## src/rtl/pipe_if_fetch.sv

```systemverilog
// pipe_if_fetch
//   Instruction-fetch stage plus IF/ID pipeline register. Fetches the word at
//   `pc` over a req/ack handshake with a variable-latency instruction memory
//   and loads {instruction, pc+4, valid} into IF/ID for the decode stage.
//
// Ports
//   clock, resetn      : rising-edge clock, asynchronous active-low reset
//   pc                 : current PC from the PC register
//   wpcir              : 1 = ID accepts a new instruction, 0 = hold IF/ID
//   flush              : squash IF/ID and discard any in-flight fetch
//   imem_req/imem_addr : fetch request (held until ack) and its address
//   imem_ack/imem_rdata: memory response, data valid with ack
//   if_stall           : combinational, 1 = no instruction deliverable now
//   dinst/dpc4/dvalid  : IF/ID instruction, pc+4 and valid (0 = bubble)
module pipe_if_fetch (
  input  logic        clock,
  input  logic        resetn,
  input  logic [31:0] pc,
  input  logic        wpcir,
  input  logic        flush,
  output logic        imem_req,
  output logic [31:0] imem_addr,
  input  logic        imem_ack,
  input  logic [31:0] imem_rdata,
  output logic        if_stall,
  output logic [31:0] dinst,
  output logic [31:0] dpc4,
  output logic        dvalid
);

  typedef enum logic [1:0] {IDLE, REQ, HOLD, DROP} state_t;

  state_t      state_q, state_d;
  logic        inflight_q, inflight_d;   // a request is outstanding past its first cycle
  logic [31:0] addr_q, addr_d;           // address latched at request start
  logic [31:0] hold_inst_q, hold_inst_d;
  logic [31:0] hold_pc4_q, hold_pc4_d;
  logic [31:0] dinst_q, dinst_d;
  logic [31:0] dpc4_q, dpc4_d;
  logic        dvalid_q, dvalid_d;
  logic        avail;
  logic [31:0] fetch_addr;
  logic [31:0] fetch_pc4;

  always_comb begin
    // First cycle of a request presents pc directly so zero-wait memory can
    // ack immediately; afterwards the latched address is held until ack.
    fetch_addr  = inflight_q ? addr_q : pc;
    fetch_pc4   = fetch_addr + 32'd4;

    state_d     = state_q;
    inflight_d  = 1'b0;
    addr_d      = addr_q;
    hold_inst_d = hold_inst_q;
    hold_pc4_d  = hold_pc4_q;
    dinst_d     = dinst_q;
    dpc4_d      = dpc4_q;
    dvalid_d    = dvalid_q;
    imem_req    = 1'b0;
    imem_addr   = fetch_addr;
    avail       = 1'b0;

    case (state_q)
      IDLE: begin
        state_d = REQ;
      end
      REQ: begin
        imem_req = 1'b1;
        avail    = imem_ack;
        if (imem_ack) begin
          if (!flush) begin
            if (wpcir) begin
              dinst_d  = imem_rdata;
              dpc4_d   = fetch_pc4;
              dvalid_d = 1'b1;
            end else begin
              hold_inst_d = imem_rdata;
              hold_pc4_d  = fetch_pc4;
              state_d     = HOLD;
            end
          end
        end else begin
          inflight_d = 1'b1;
          addr_d     = fetch_addr;
          if (flush) state_d = DROP;
        end
      end
      HOLD: begin
        avail = 1'b1;
        if (flush) begin
          hold_inst_d = '0;
          hold_pc4_d  = '0;
          state_d     = REQ;
        end else if (wpcir) begin
          dinst_d     = hold_inst_q;
          dpc4_d      = hold_pc4_q;
          dvalid_d    = 1'b1;
          hold_inst_d = '0;
          hold_pc4_d  = '0;
          state_d     = REQ;
        end
      end
      DROP: begin
        imem_req = 1'b1;
        if (imem_ack) state_d = REQ;
        else          inflight_d = 1'b1;
      end
      default: state_d = IDLE;
    endcase

    // Bubble: on flush always; otherwise when ID drains and nothing is ready.
    if (flush || (!avail && wpcir)) begin
      dinst_d  = '0;
      dpc4_d   = '0;
      dvalid_d = 1'b0;
    end

    if_stall = ~avail;
  end

  always_ff @(posedge clock or negedge resetn) begin
    if (!resetn) begin
      state_q     <= IDLE;
      inflight_q  <= 1'b0;
      addr_q      <= '0;
      hold_inst_q <= '0;
      hold_pc4_q  <= '0;
      dinst_q     <= '0;
      dpc4_q      <= '0;
      dvalid_q    <= 1'b0;
    end else begin
      state_q     <= state_d;
      inflight_q  <= inflight_d;
      addr_q      <= addr_d;
      hold_inst_q <= hold_inst_d;
      hold_pc4_q  <= hold_pc4_d;
      dinst_q     <= dinst_d;
      dpc4_q      <= dpc4_d;
      dvalid_q    <= dvalid_d;
    end
  end

  assign dinst  = dinst_q;
  assign dpc4   = dpc4_q;
  assign dvalid = dvalid_q;

endmodule
```

## config.mk

```make
export PLATFORM = sky130hd
export DESIGN_NAME = pipe_if_fetch
export DESIGN_NICKNAME = d
export VERILOG_FILES = /design/src/rtl/pipe_if_fetch.sv
export SDC_FILE = /design/constraint.sdc
export NUM_CORES = 1
export LEC_CHECK = 0
export ABC_CLOCK_PERIOD_IN_PS = 6100
export CORE_MARGIN = 4
export CORE_UTILIZATION = 40
export DETAILED_ROUTE_END_ITERATION = 12
export GPL_TIMING_DRIVEN = 0
export HOLD_SLACK_MARGIN = 0.06
export PLACE_DENSITY = 0.71
export SLEW_MARGIN = 5
export SYNTH_ARGS = -nofsm -noshare
export SYNTH_HDL_FRONTEND = slang
export SYNTH_SLANG_ARGS = --single-unit
```

## constraint.sdc

```tcl
create_clock -name clock -period 6.1 [get_ports clock]
set_clock_uncertainty 0.05 [all_clocks]
set_input_delay 1.22 -clock clock [delete_from_list [all_inputs] [get_ports clock]]
set_output_delay 1.22 -clock clock [all_outputs]
set_load 0.01 [all_outputs]
```

==> metrics.yaml <==
sta:
  worst_slack_ps: 1900
  hold_viol_final: 0
  setup_violations: 0
  tightest_slew_ps: 825
  rsz0062_at_grt: "false"
  fin_crit_ps: 4200
  period_share: 0.689
  finalMaxSlewViolations: 0
  fmax_ghz: 0.238
  holdWs_ps: 426
  max_slew_margin: 0.450
  tns_ps: 0
critical_path:
  required_ps: 4830
  cp.arrival_ps: 2930
  crit_path_start: "inflight_q"
  critPathLaunchType: "flop"
  path_max_fanout: 10
  timing.rr.start: "inflight_q"
  path_class: "reg -> out"
  cp-end-kind: "output port"
global_route:
  grt_overflow: 0
  grt_antenna_before_repair: 0
  grt_usage: 0.211
  grt_max_degree: 102
  grt_pass1_wl_um: 37100
  first_global_vias: 6848
logic_synthesis:
  async_flop_share: 1.00
  synth_cell_types: 46
  syn_area_sq_mm: 0.00803
  synth_nets: 901
  yosysTopAreaCell: "dfrtp_1"
  synth_edf_count: 0
  yosysWarnings: 0
  syn_area_per_cell_sq_um: 9.72
  ys_ff_latch: 164
  synth_cells: 826
  synthFlopType: "dfrtp_1"
  synth_top_cell_area_share: 0.511
  ys_seq_area_frac: 0.511
  yosys-top-cells-area: "dfrtp_1 (51%), nand2_1 (7.6%), mux2i_1 (7.4%)"
cells_and_area:
  final_common_cell: "clkdlybuf4s50_1"
  area_growth_pct: 32.6
  fin_nets: 1089
  fin_area_sq_mm: 0.0106
  drive_gt1_frac: 0.0576
  antenna_cells: 0
  final_core_util: 0.544
  fin_cells: 1290
  layout_common_cells: "clkdlybuf4s50_1 (166), dfrtp_1 (164), nand2_1 (162)"
flow_run:
  cap_viol_max_count: 0
clocking:
  postCtsSetupRepairBufs: 0
  cts_tree: "yes"
  cts_resized: 0
  cts-buffers-inserted: 17
  hold_buffers: 0
  cts-root-buf: "clkbuf_16"
  clock_path_buffers: 2
  htree_levels: 4
  clk_latency_ps: 420
  cts_sinks: 164
  clkTransAtPathRegs_ps: 60
pwr:
  power_mw: 5.11
  combPwrFrac: 0.437
  sequentialPowerShare: 0.354
  peakVddDrop_uv: 256
  p_switching_mw: 1.95
  p_clk_frac: 0.208
  power.internal_mw: 3.16
  power_density_mw_per_mm2: 480
  p_sw_frac: 0.381
  p_leak_nw: 4.52
place:
  place_ws_ps: 2080
  post_dp_cell_area_sq_mm: 0.0101
  dpl.cell_count: 1260
  dpl.hpwl_um: 17000
  gp_congestion: 0.861
  port_buffers: 167
die:
  io_pins: 168
  design.core.area_sq_mm: 0.0196
  start_util: 0.410
  dieArea_sq_mm: 0.0224
  fp.dieH_um: 150
  rows: 51
  die_w_um: 150
detailed_routing:
  drtIter0Drc: 363
  drc: 0
  drtPass1Iterations: 6
  post_drt_wl_per_cell_um: 18.0
  antenna_left: 0
  vias_per_cell: 5.26
  wl_um: 23200
  num_vias: 6780
outcome:
  status: "finished clean"
min_path:
  min_path_type: "reg -> reg"
  hp-start: "hold_inst_q[11]"
sequential cells by signal, indices dropped and copies added, names as in the netlist:
register,cells
dinst,32
dpc4,32
state_q,2
hold_inst_q,32
dvalid,1
inflight_q,1
hold_pc4_q,32
addr_q,32
cell usage after synthesis (5+ instances only):
cell type  instances
clkbuf_1          45
a22oi_1           10
mux2_2            15
o21ai_0          104
o221ai_1           8
ha_1               6
inv_1             30
a22o_1             8
a21oi_1           18
mux2i_1           59
o31ai_1           39
nand3b_1           5
nand4b_1           5
nand4_1            7
nand2b_1          35
nor2_1            15
nand2_1          162
dfrtp_1          164
nand3_1           12
xnor2_1           23
worst paths after layout:
kind	end	slack, ps	cells after the start
max	imem_addr[18]	1900	7
min	hold_inst_q[11]	430	2
max reg2reg	dpc4[28]	2280	11
min reg2reg	hold_inst_q[11]	430	2
max in group asynchronous	hold_pc4_q[15]	4460	2
min in group asynchronous	dinst[25]	690	1
cells by family after synthesis:
family | count (synthesis) | share of synthesized area
buf+inv | 85 | 0.0433
mux | 74 | 0.0946
xor+xnor | 25 | 0.0273
flops | 164 | 0.511
fa+ha+maj | 6 | 0.00935
compound gates | 211 | 0.164
simple gates | 261 | 0.150
routing by layer:
layer	vias to the layer above	global-route usage	wire length, um
li1	3245	-	-
met3	22	0.0466	1480
met2	225	0.338	10700
met1	3288	0.295	10700
met5	-	0	0
met4	0	0.0489	308
cell type report:
class | instances | area (sq um)
clock buffer | 20 | 437
fill | 1804 | 8940
buffer | 55 | 235
sequential | 164 | 4100
inverter | 30 | 113
tap | 265 | 332
clock inverter | 10 | 134
timing repair buffer | 169 | 1710
multi-input combinational | 577 | 3580
critical path: stages, from the launching register on:
cell and delay (ps):
dfrtp_1 420, buf_6 170, buf_2 240, buf_2 340, buf_2 350, mux2i_1 400, inv_1 90, clkdlybuf4s50_1 490
power groups by stage:
stage	registers, mW	logic [mW]	clock network, mW
after detailed placement	1.83	2.25	0
final	1.81	2.23	1.06
after floorplan	1.83	1.21	0
after global routing	1.87	2.47	1.13
after global placement	1.81	2.20	0
after CTS	1.81	2.26	1.09
Note: power is estimated with default switching activity, not from simulation.
